===== src/rtl/mem_dma_pkg.sv =====
// Shared definitions for the mem_dma word-copy engine: register map, CTRL bit
// positions, FSM states and the byte-lane merge helper.
package mem_dma_pkg;

    localparam logic [1:0] RegSrc  = 2'd0;
    localparam logic [1:0] RegDst  = 2'd1;
    localparam logic [1:0] RegLen  = 2'd2;
    localparam logic [1:0] RegCtrl = 2'd3;

    // START is write-only; BUSY shares bit 0 on reads
    localparam int unsigned CtrlStart = 0;
    localparam int unsigned CtrlBusy  = 0;
    localparam int unsigned CtrlDone  = 1;
    localparam int unsigned CtrlIe    = 2;
    localparam int unsigned CtrlFill  = 3;

    typedef enum logic [1:0] {
        StIdle,
        StRd,
        StWr,
        StFin
    } state_e;

    function automatic logic [31:0] apply_strb(input logic [31:0] old_val,
                                               input logic [31:0] new_val,
                                               input logic [3:0]  strb);
        logic [31:0] res;
        res = old_val;
        for (int b = 0; b < 4; b++) begin
            if (strb[b]) res[b*8 +: 8] = new_val[b*8 +: 8];
        end
        return res;
    endfunction

endpackage


===== src/rtl/mem_dma_regs.sv =====
// Slave register port of mem_dma: SRC/DST/LEN/CTRL registers and the one-cycle ready pulse.
// Optional fill-mode bit is built only when DMA_FILL_EN is defined.
module mem_dma_regs
    import mem_dma_pkg::*;
#(
    parameter int unsigned LEN_W = 16
) (
    input  logic             clk,
    input  logic             reset_n,
    input  logic             dma_sel,
    input  logic [3:0]       addr,
    input  logic [3:0]       wstrb,
    input  logic [31:0]      dma_data_i,
    output logic             dma_ready,
    output logic [31:0]      dma_data_o,
    input  logic             i_busy,
    input  logic             i_done_set,
    output logic             o_start,
    output logic [31:0]      o_src,
    output logic [31:2]      o_dst,
    output logic [LEN_W-1:0] o_len,
    output logic             o_ie,
    output logic             o_fill,
    output logic             o_done
);

    logic             r_ready;
    logic [31:0]      r_rdata;
    logic [31:0]      r_src;
    logic [31:2]      r_dst;
    logic [LEN_W-1:0] r_len;
    logic             r_ie;
    logic             r_done;

    logic             w_access;
    logic             w_wr;
    logic [1:0]       w_reg;
    logic             w_ctrl_wr;
    logic [31:0]      w_rmux;
    logic             w_unused_addr;

    // An access commits in the first cycle of dma_sel; r_ready then blocks a re-commit
    assign w_access      = dma_sel && !r_ready;
    assign w_wr          = w_access && (wstrb != 4'h0);
    assign w_reg         = addr[3:2];
    assign w_ctrl_wr     = w_wr && (w_reg == RegCtrl) && wstrb[0];
    assign w_unused_addr = ^addr[1:0];

    assign o_start = w_ctrl_wr && dma_data_i[CtrlStart] && !i_busy;

`ifdef DMA_FILL_EN
    logic r_fill;

    always_ff @(posedge clk or negedge reset_n) begin
        if (!reset_n) begin
            r_fill <= 1'b0;
        end else if (w_ctrl_wr && !i_busy) begin
            r_fill <= dma_data_i[CtrlFill];
        end
    end

    assign o_fill = r_fill;
`else
    assign o_fill = 1'b0;
`endif

    always_comb begin
        w_rmux = '0;
        case (w_reg)
            RegSrc:  w_rmux = {r_src[31:2], 2'b00};
            RegDst:  w_rmux = {r_dst, 2'b00};
            RegLen:  w_rmux = 32'(r_len);
            default: w_rmux = {28'h0, o_fill, r_ie, r_done, i_busy};
        endcase
    end

    always_ff @(posedge clk or negedge reset_n) begin
        if (!reset_n) begin
            r_ready <= 1'b0;
            r_rdata <= '0;
            r_src   <= '0;
            r_dst   <= '0;
            r_len   <= '0;
            r_ie    <= 1'b0;
            r_done  <= 1'b0;
        end else begin
            r_ready <= w_access;
            if (w_access) r_rdata <= w_rmux;
            if (w_wr && !i_busy) begin
                case (w_reg)
                    RegSrc: r_src <= apply_strb(r_src, dma_data_i, wstrb);
                    RegDst: r_dst <= 30'(apply_strb({r_dst, 2'b00}, dma_data_i, wstrb) >> 2);
                    RegLen: r_len <= LEN_W'(apply_strb(32'(r_len), dma_data_i, wstrb));
                    default: ;
                endcase
            end
            if (w_ctrl_wr) r_ie <= dma_data_i[CtrlIe];
            if (i_done_set) begin
                r_done <= 1'b1;
            end else if (w_ctrl_wr && dma_data_i[CtrlDone]) begin
                r_done <= 1'b0;
            end
        end
    end

    assign dma_ready  = r_ready && dma_sel;
    assign dma_data_o = dma_ready ? r_rdata : 32'h0;
    assign o_src      = r_src;
    assign o_dst      = r_dst;
    assign o_len      = r_len;
    assign o_ie       = r_ie;
    assign o_done     = r_done;

endmodule


===== src/rtl/mem_dma.sv =====
// Word-copy DMA engine top: copy FSM and master-port datapath around mem_dma_regs.
// Defining DMA_FILL_EN enables fill mode (SRC value replicated to DST).
module mem_dma
    import mem_dma_pkg::*;
#(
    parameter int unsigned ADDR_W = 32,
    parameter int unsigned LEN_W  = 16
) (
    input  logic              clk,
    input  logic              reset_n,
    input  logic              dma_sel,
    input  logic [3:0]        addr,
    input  logic [3:0]        wstrb,
    input  logic [31:0]       dma_data_i,
    output logic              dma_ready,
    output logic [31:0]       dma_data_o,
    output logic              m_valid,
    output logic [ADDR_W-1:0] m_addr,
    output logic [31:0]       m_wdata,
    output logic [3:0]        m_wstrb,
    input  logic              m_ready,
    input  logic [31:0]       m_rdata,
    output logic              dma_irq
);

    logic             w_start;
    logic [31:0]      w_src;
    logic [31:2]      w_dst;
    logic [LEN_W-1:0] w_len;
    logic             w_ie;
    logic             w_fill;
    logic             w_done;
    logic             w_busy;
    logic             w_done_set;

    state_e            r_state,     w_state_nxt;
    logic [ADDR_W-1:0] r_src_ptr,   w_src_ptr_nxt;
    logic [ADDR_W-1:0] r_dst_ptr,   w_dst_ptr_nxt;
    logic [LEN_W-1:0]  r_cnt,       w_cnt_nxt;
    logic [31:0]       r_data,      w_data_nxt;
    logic              r_m_valid,   w_m_valid_nxt;
    logic [ADDR_W-1:0] r_m_addr,    w_m_addr_nxt;
    logic [31:0]       r_m_wdata,   w_m_wdata_nxt;
    logic [3:0]        r_m_wstrb,   w_m_wstrb_nxt;

    mem_dma_regs #(
        .LEN_W (LEN_W)
    ) u_regs (
        .clk        (clk),
        .reset_n    (reset_n),
        .dma_sel    (dma_sel),
        .addr       (addr),
        .wstrb      (wstrb),
        .dma_data_i (dma_data_i),
        .dma_ready  (dma_ready),
        .dma_data_o (dma_data_o),
        .i_busy     (w_busy),
        .i_done_set (w_done_set),
        .o_start    (w_start),
        .o_src      (w_src),
        .o_dst      (w_dst),
        .o_len      (w_len),
        .o_ie       (w_ie),
        .o_fill     (w_fill),
        .o_done     (w_done)
    );

    assign w_busy     = (r_state != StIdle);
    assign w_done_set = (r_state == StFin);

    // Each phase raises m_valid one cycle after entry and drops it the cycle after m_ready
    always_comb begin
        w_state_nxt   = r_state;
        w_src_ptr_nxt = r_src_ptr;
        w_dst_ptr_nxt = r_dst_ptr;
        w_cnt_nxt     = r_cnt;
        w_data_nxt    = r_data;
        w_m_valid_nxt = r_m_valid;
        w_m_addr_nxt  = r_m_addr;
        w_m_wdata_nxt = r_m_wdata;
        w_m_wstrb_nxt = r_m_wstrb;
        unique case (r_state)
            StIdle: begin
                if (w_start) begin
                    w_src_ptr_nxt = ADDR_W'({w_src[31:2], 2'b00});
                    w_dst_ptr_nxt = ADDR_W'({w_dst, 2'b00});
                    w_cnt_nxt     = w_len;
                    w_data_nxt    = w_src;
                    if (w_len == '0) begin
                        w_state_nxt = StFin;
                    end else if (w_fill) begin
                        w_state_nxt = StWr;
                    end else begin
                        w_state_nxt = StRd;
                    end
                end
            end
            StRd: begin
                if (!r_m_valid) begin
                    w_m_valid_nxt = 1'b1;
                    w_m_addr_nxt  = r_src_ptr;
                    w_m_wdata_nxt = '0;
                    w_m_wstrb_nxt = 4'h0;
                end else if (m_ready) begin
                    w_m_valid_nxt = 1'b0;
                    w_m_addr_nxt  = '0;
                    w_data_nxt    = m_rdata;
                    w_src_ptr_nxt = r_src_ptr + ADDR_W'(4);
                    w_state_nxt   = StWr;
                end
            end
            StWr: begin
                if (!r_m_valid) begin
                    w_m_valid_nxt = 1'b1;
                    w_m_addr_nxt  = r_dst_ptr;
                    w_m_wdata_nxt = r_data;
                    w_m_wstrb_nxt = 4'hf;
                end else if (m_ready) begin
                    w_m_valid_nxt = 1'b0;
                    w_m_addr_nxt  = '0;
                    w_m_wdata_nxt = '0;
                    w_m_wstrb_nxt = 4'h0;
                    w_dst_ptr_nxt = r_dst_ptr + ADDR_W'(4);
                    w_cnt_nxt     = r_cnt - LEN_W'(1);
                    if (r_cnt == LEN_W'(1)) begin
                        w_state_nxt = StFin;
                    end else if (w_fill) begin
                        w_state_nxt = StWr;
                    end else begin
                        w_state_nxt = StRd;
                    end
                end
            end
            StFin: begin
                w_state_nxt = StIdle;
            end
        endcase
    end

    always_ff @(posedge clk or negedge reset_n) begin
        if (!reset_n) begin
            r_state   <= StIdle;
            r_src_ptr <= '0;
            r_dst_ptr <= '0;
            r_cnt     <= '0;
            r_data    <= '0;
            r_m_valid <= 1'b0;
            r_m_addr  <= '0;
            r_m_wdata <= '0;
            r_m_wstrb <= 4'h0;
        end else begin
            r_state   <= w_state_nxt;
            r_src_ptr <= w_src_ptr_nxt;
            r_dst_ptr <= w_dst_ptr_nxt;
            r_cnt     <= w_cnt_nxt;
            r_data    <= w_data_nxt;
            r_m_valid <= w_m_valid_nxt;
            r_m_addr  <= w_m_addr_nxt;
            r_m_wdata <= w_m_wdata_nxt;
            r_m_wstrb <= w_m_wstrb_nxt;
        end
    end

    assign m_valid = r_m_valid;
    assign m_addr  = r_m_addr;
    assign m_wdata = r_m_wdata;
    assign m_wstrb = r_m_wstrb;
    assign dma_irq = w_done && w_ie;

endmodule

===== config.mk =====
export PLATFORM = sky130hd
export DESIGN_NAME = mem_dma
export DESIGN_NICKNAME = d
export VERILOG_FILES = /design/src/rtl/mem_dma_pkg.sv /design/src/rtl/mem_dma_regs.sv /design/src/rtl/mem_dma.sv
export SDC_FILE = /design/constraint.sdc
export NUM_CORES = 1
export LEC_CHECK = 0
export ABC_AREA = 1
export CORE_UTILIZATION = 52
export DETAILED_ROUTE_END_ITERATION = 6
export GPL_TIMING_DRIVEN = 0
export PLACE_DENSITY = 0.8
export SYNTH_ARGS = -nofsm -noshare
export SYNTH_HDL_FRONTEND = slang
export SYNTH_SLANG_ARGS = --single-unit

===== constraint.sdc =====
create_clock -name clk -period 2.56 [get_ports clk]
set_input_delay 0.512 -clock clk [delete_from_list [all_inputs] [get_ports clk]]
set_output_delay 0.512 -clock clk [all_outputs]
set_load 0.02 [all_outputs]

==> impl_metrics.toml, run 1 <==
[power]
power_density_nw_per_um2 = 1120
power_uw = 20700
irDropWorstVdd_mv = 0.519
cellLeakagePower_uw = 0.00895

[layout]
drive_above_1_share_pct = 7.58
post-route-util_pct = 64.5
nNetsFinal = 2315
synthToLayoutAreaGrowth_pct = 21.9

[synth]
yosysTopAreaCell = "dfrtp_1"
synth_area_um2 = 15200
seq_area_frac_synth_pct = 47.6
synth_top_area_share_pct = 47.6
syn-num-nets = 2103
ys_warn_count = 0
synth-seq-cells = 289
ys.flop_type = "dfrtp_1"
async_flop_share_pct = 100
synth-edff-count = 0
synthTopCellsByArea = "dfrtp_1 (48%), nand2_1 (15%), inv_1 (5.8%)"
synthMostInstantiatedCell = "nand2_1"
synthDistinctLibCells = 42
syn_area_per_cell_um2 = 7.52
synth_commonest_cells = "nand2_1 (611), dfrtp_1 (289), inv_1 (234)"
postSynthCellCount = 2019

[worst_setup_path]
crit_buf_inv = 3
rrSetupSlack_ns = 0.17
cpPeakStageDelay_ns = 0.49
worstRegToRegCells = 8
endpoint_kind = "output port"
critical_path.startpoint_type = "input pin"
required_ns = 2.05
r2r_start = "r_state[0]$_DFFE_PN0P_"
crit_fanout = 10
r2r_end = "r_cnt[2]$_DFFE_PN0P_"
arrival_ns = 1.92
path_delay_family = "buffers and inverters"
critPathKind = "input pin to output port"
crit_slowest_cell = "clkdlybuf4s50_1"
cp_cell_sequence = "clkdlybuf4s50_1 > nand2_1 > clkbuf_2 > nor2_1 > dlygate4sd2_1"

[detailed_routing]
wl_um = 50700
viasPerCell = 5.50
ant_nets = 0
vias = 14500
dr.pass1.iters = 5
drcViolationCount = 0
drt_iter0_markers = 1284
wire_per_inst_um = 19.2

[timing]
finalCritPeriodShare_pct = 94.8
period_minus_slack_ns = 2.43
drv_slew = 0
fin_setup_tns_ns = 0
worst_pin_slew_ns = 0.771
slew-limit-headroom_pct = 48.5
fmax_mhz = 412
finalHoldViolations = 0
setup_viol = 0
setup_ws_ns = 0.133
clock-skew-final_ns = 0.0136
rsz0062_at_grt = "false"

[global_routing]
grt_antenna_before_repair = 2
grt_usage_pct = 34.2
grt-ovfl-total = 0
grt_max_degree = 111
grt_pass1_vias = 14100
grt_pass1_wl_um = 79100

[clock_network]
clkLatencyLatePin_ns = 0.57
cts_max_level = 1
clock-root-buffer = "clkbuf_16"
clockBufferDepth = 3
cts.sinks = 289
clkTransAtPathRegs_ns = 0.06
cts_tree = "done"
cts_buffers = 31

[worst_hold_path]
hold_start = "u_regs.o_len[4]$_DFFE_PN0P_"
min_path_type = "flop to flop"
min_to = "u_regs.o_len[4]$_DFFE_PN0P_"
worstHoldPathCells = 2

[floorplan]
start_util_pct = 52.9
die_y_um = 173
dieWidth_um = 173
die-area_um2 = 29900
coreArea_um2 = 28700
io-pin-count = 179
rows = 62

[place]
globalplace.congestion = 0.981
post-dp-hpwl_um = 39100
io_buffer_count = 176
dpl_worst_slack_ns = -0.279

[status]
status = "completed"

[flow_run]
drv_cap = 0
-- worst max-delay path by stage --
stage                                 from                      endpoint  slack (ns)  cells past startpoint
detailed placement                 dma_sel     r_src_ptr[30]$_DFFE_PN0P_       -0.28                      9
finish                             dma_sel                dma_data_o[13]        0.13                      5
floorplan           r_state[0]$_DFFE_PN0P_        m_wdata[0]$_DFFE_PN0P_        0.86                      9
CTS                 r_state[0]$_DFFE_PN0P_        m_wdata[5]$_DFFE_PN0P_        0.09                      9
global route        r_state[0]$_DFFE_PN0P_          r_cnt[5]$_DFFE_PN0P_        0.03                      8
global placement                   reset_n  u_regs.o_dst[21]$_DFFE_PN0P_      -11.43                      1
-- sequential cells by signal (all words and copies together) (netlist names) --
name and cells:
m_addr 32, m_wdata 32, r_data 32, u_regs.o_src 32, u_regs.r_rdata 32, r_dst_ptr 30, r_src_ptr 30, u_regs.o_dst 30
r_cnt 16, u_regs.o_len 16, r_state 2, m_valid 1, m_wstrb 1, u_regs.o_done 1, u_regs.o_ie 1, u_regs.r_ready 1
-- where the power goes --
group	total, µW	internal (µW)	switching [µW]
logic	8120	2880	5240
clock network	4550	2660	1890
registers	8060	6270	1800
-- logic make-up (layout without fill, tap and decap cells) --
logic type | Yosys count | count (layout) | synth area share [%]
AOI/OAI and AO/OA | 379 | 379 | 14.3
xor gates and xnor gates | 14 | 14 | 0.807
adders and majority gates | 8 | 8 | 0.659
buffers and inverters | 332 | 569 | 9.19
DFF | 289 | 289 | 47.6
muxes | 1 | 1 | 0.0741
other | 0 | 1 | 0
and+or+nand+nor | 996 | 996 | 27.3
-- metrics by stage --
stage               hold slack [ns]  std cells  area, µm²
global placement              0.464       2579      17400
global route                  0.500       2640      18500
CTS                           0.479       2640      18500
detailed placement            0.469       2581      17500
floorplan                     0.216       2019      15200
finish                        0.483       2641      18500
-- routing by layer --
layer | GRT usage, % | part of all wire, %
met5 | 0 | 0.026
met4 | 15.0 | 4.5
met3 | 7.83 | 8.6
met2 | 54.4 | 45
met1 | 44.9 | 41
-- worst reg2reg max path, stage by stage (launching register included) --
cell	delay [ns]
dfrtp_1	0.41
inv_1	0.11
ha_1	0.15
buf_2	0.22
clkbuf_1	0.43
clkbuf_1	0.54
o21ai_0	0.23
nand2_1	0.11
o21ai_0	0.07
-- layout by cell type (no fill, tap or decap), types with 4 or more instances in the layout --
master / count
nand2_1: 611
dfrtp_1: 289
inv_1: 234
nor2_1: 201
o21ai_0: 160
clkdlybuf4s50_1: 145
nand3_1: 117
o21ai_1: 76
a21oi_1: 50
clkbuf_1: 43
a21oi_2: 31
clkbuf_16: 31
dlygate4sd2_1: 30
buf_2: 25
nand4_1: 19
nand3b_1: 12
nor3_1: 11
buf_6: 11
o22ai_1: 11
xor2_1: 11
a22oi_1: 10
o211ai_1: 10
buf_4: 9
buf_1: 8
o21ai_2: 8
ha_1: 8
clkbuf_8: 8
nand3_4: 7
a21boi_0: 7
clkbuf_2: 6
o221ai_1: 6
clkinv_2: 6
nand2_2: 5
o21a_1: 4
-- what timing repair did --
action | CTS | global route
setup buffers | 0 | 0
hold buffers | 1 | 0
endpoints found under the setup margin | 30 | 40
gates resized for setup | 34 | 9
endpoints found under the hold margin | 80 | 0
-- cell type report --
class | count | area [µm²]
diodes | 1 | 2.50
plain buffers | 95 | 515
clock buffers | 47 | 916
clock inverters | 11 | 114
fillers | 2575 | 10200
inverters | 237 | 892
multi-input cells | 1398 | 6570
flip-flops and latches | 289 | 7230
well taps | 384 | 480
repair buffers | 179 | 1790
No activity file was read; power rests on OpenSTA's default activity.
==> inputs of run 2 (changes only) <==
==> constraint.sdc (replaced) <==
create_clock -name clk -period 2.56 [get_ports clk]
set_input_delay 0.512 -clock clk [delete_from_list [all_inputs] [get_ports clk]]
set_output_delay 0.512 -clock clk [all_outputs]
set_load 0.05 [all_outputs]
==> run 2 against run 1 <==
Final cell count did not move. Maximum frequency fell by 1.4%. Sequential share of layout area fell by 0.061 points. Sequential power barely moved. Critical path depth did not move. Setup slack got worse by 0.033 ns.
==> impl_metrics.toml, run 2 (synthesis gave the netlist of run 1 again) <==
[status]
status = "completed"

[layout]
num-fill-cells = 2561
nNetsFinal = 2315
post-route-util_pct = 64.6
final_common_cell = "nand2_1"
multiInputGateArea_um2 = 6570
synthToLayoutAreaGrowth_pct = 22.1
layoutNonFillerInstCount = 2641
stdcell_area_um2 = 18500
seqCellArea_um2 = 7230
drive_above_1_share_pct = 8.91
layout_common_cells = "nand2_1 (611), dfrtp_1 (289), inv_1 (234), nor2_1 (201), o21ai_0 (160)"

[clock_network]
clkTransAtPathRegs_ns = 0.06
clockBufferDepth = 3
clkLatencyLatePin_ns = 0.57
cts_tree = "done"
clock-root-buffer = "clkbuf_16"
cts.sinks = 289
cts_max_level = 1
cts_buffers = 31

[floorplan]
io-pin-count = 179
die-area_um2 = 29900
start_util_pct = 52.9
coreArea_um2 = 28700
dieWidth_um = 173
die_y_um = 173
rows = 62

[power]
swShare_pct = 44.9
comb_power_share_pct = 41.2
clkPwrFrac_pct = 21.2
power_uw = 21400
internal-power_uw = 11800
power_density_nw_per_um2 = 1160
cellLeakagePower_uw = 0.00885
irDropWorstVdd_mv = 0.520
seq_power_share_pct = 37.6
p_switching_uw = 9630

[place]
dp.cells = 2581
post-dp-hpwl_um = 39100
io_buffer_count = 176
post_dp_cell_area_um2 = 17500
globalplace.congestion = 0.981

[worst_setup_path]
endpoint_kind = "output port"
worstRegToRegCells = 8
required_ns = 2.05
critPathKind = "input pin to output port"
crit_fanout = 10
arrival_ns = 1.95
critical_path.startpoint_type = "input pin"

[timing]
finalCritPeriodShare_pct = 96.1
fmax_mhz = 406
whs_ns = 0.481
setup_viol = 0
period_minus_slack_ns = 2.46
slew-limit-headroom_pct = 48.4
clock-skew-final_ns = 0.0137
rsz0062_at_grt = "false"
drv_slew = 0
worst_pin_slew_ns = 0.773
finalHoldViolations = 0

[detailed_routing]
wire_per_inst_um = 19.2
drcViolationCount = 0
vias = 14600
viasPerCell = 5.51
wl_um = 50700
drt_iter0_markers = 1302
dr.pass1.iters = 5
ant_nets = 0

[flow_run]
drv_cap = 0

[global_routing]
grt_pass1_vias = 14200
grt_pass1_wl_um = 79200
grt_max_degree = 111
grt_antenna_before_repair = 2
grt-ovfl-total = 0
grt_usage_pct = 34.2

[worst_hold_path]
worstHoldPathCells = 2
min_path_type = "flop to flop"
## run 2: cell types whose count changed in the layout (fill, tap and decap cells not counted)
cell             delta
dlygate4sd2_1      -27
clkdlybuf4s15_2    +22
clkbuf_2            +5
clkdlybuf4s50_1     -3
buf_2               +2
clkdlybuf4s18_2     +2
clkbuf_4            -1
## run 2: metrics by stage
step           setup WS, ns  setup TNS (ns)
6_report             0.0993               0
5_1_grt            0.000769               0
4_1_cts            0.000218               0
3_5_place_dp         -0.457          -17.36
3_3_place_gp         -11.43        -3310.09
2_1_floorplan         0.573               0
## run 2: worst paths after layout
path	from	endpoint	slack, ns
setup / recovery	dma_sel	dma_data_o[26]	0.1
hold / removal	u_regs.o_len[4]$_DFFE_PN0P_	u_regs.o_len[4]$_DFFE_PN0P_	0.48
setup reg to reg	r_state[0]$_DFFE_PN0P_	r_cnt[2]$_DFFE_PN0P_	0.14
hold reg to reg	u_regs.o_len[4]$_DFFE_PN0P_	u_regs.o_len[4]$_DFFE_PN0P_	0.48
max in group asynchronous	reset_n	u_regs.r_rdata[17]$_DFFE_PN0N_	0.60
min in group asynchronous	reset_n	m_wdata[5]$_DFFE_PN0P_	0.52
## run 2: repair_timing
action                                 4_1_cts  5_1_grt
endpoints found under the hold margin       80        0
resized for setup                           90       22
setup endpoints to repair                   33       56
setup buffers                                0        0
hold buffers                                 1        0
## run 2: final cells by class
class                           instances  area share, %
Sequential cell                       289           39.0
Multi-Input combinational cell       1398           35.4
Buffer                                 95           2.77
Antenna cell                            1         0.0135
Tap cell                              384           2.59
Inverter                              237           4.81
Timing Repair Buffer                  179           9.84
Clock inverter                         11          0.614
Clock buffer                           47           4.94
## run 2: per-layer routing
layer / part of all wire [%] / wire length [µm] / vias to the layer above / global-route usage, %
met4: 4.5 / 2280 / 2 / 15.0
met3: 8.3 / 4210 / 123 / 7.83
met5: 0.026 / 13 / - / 0
li1: - / - / 6894 / -
met1: 42 / 21100 / 6944 / 44.9
met2: 46 / 23100 / 600 / 54.5
## run 2: power by group through the flow
stage	sequential [µW]	clock, µW	combinational (µW)
3_5_place_dp	8030	0	8730
2_1_floorplan	8200	0	5160
6_report	8050	4550	8830
5_1_grt	8220	4780	9730
3_3_place_gp	7990	0	8530
4_1_cts	7970	4590	8760
## run 2: critical path: stages
cell and delay [ns]:
clkdlybuf4s50_1 0.49, nand2_1 0.14, clkbuf_2 0.25, nor2_1 0.15, clkdlybuf4s18_2 0.39
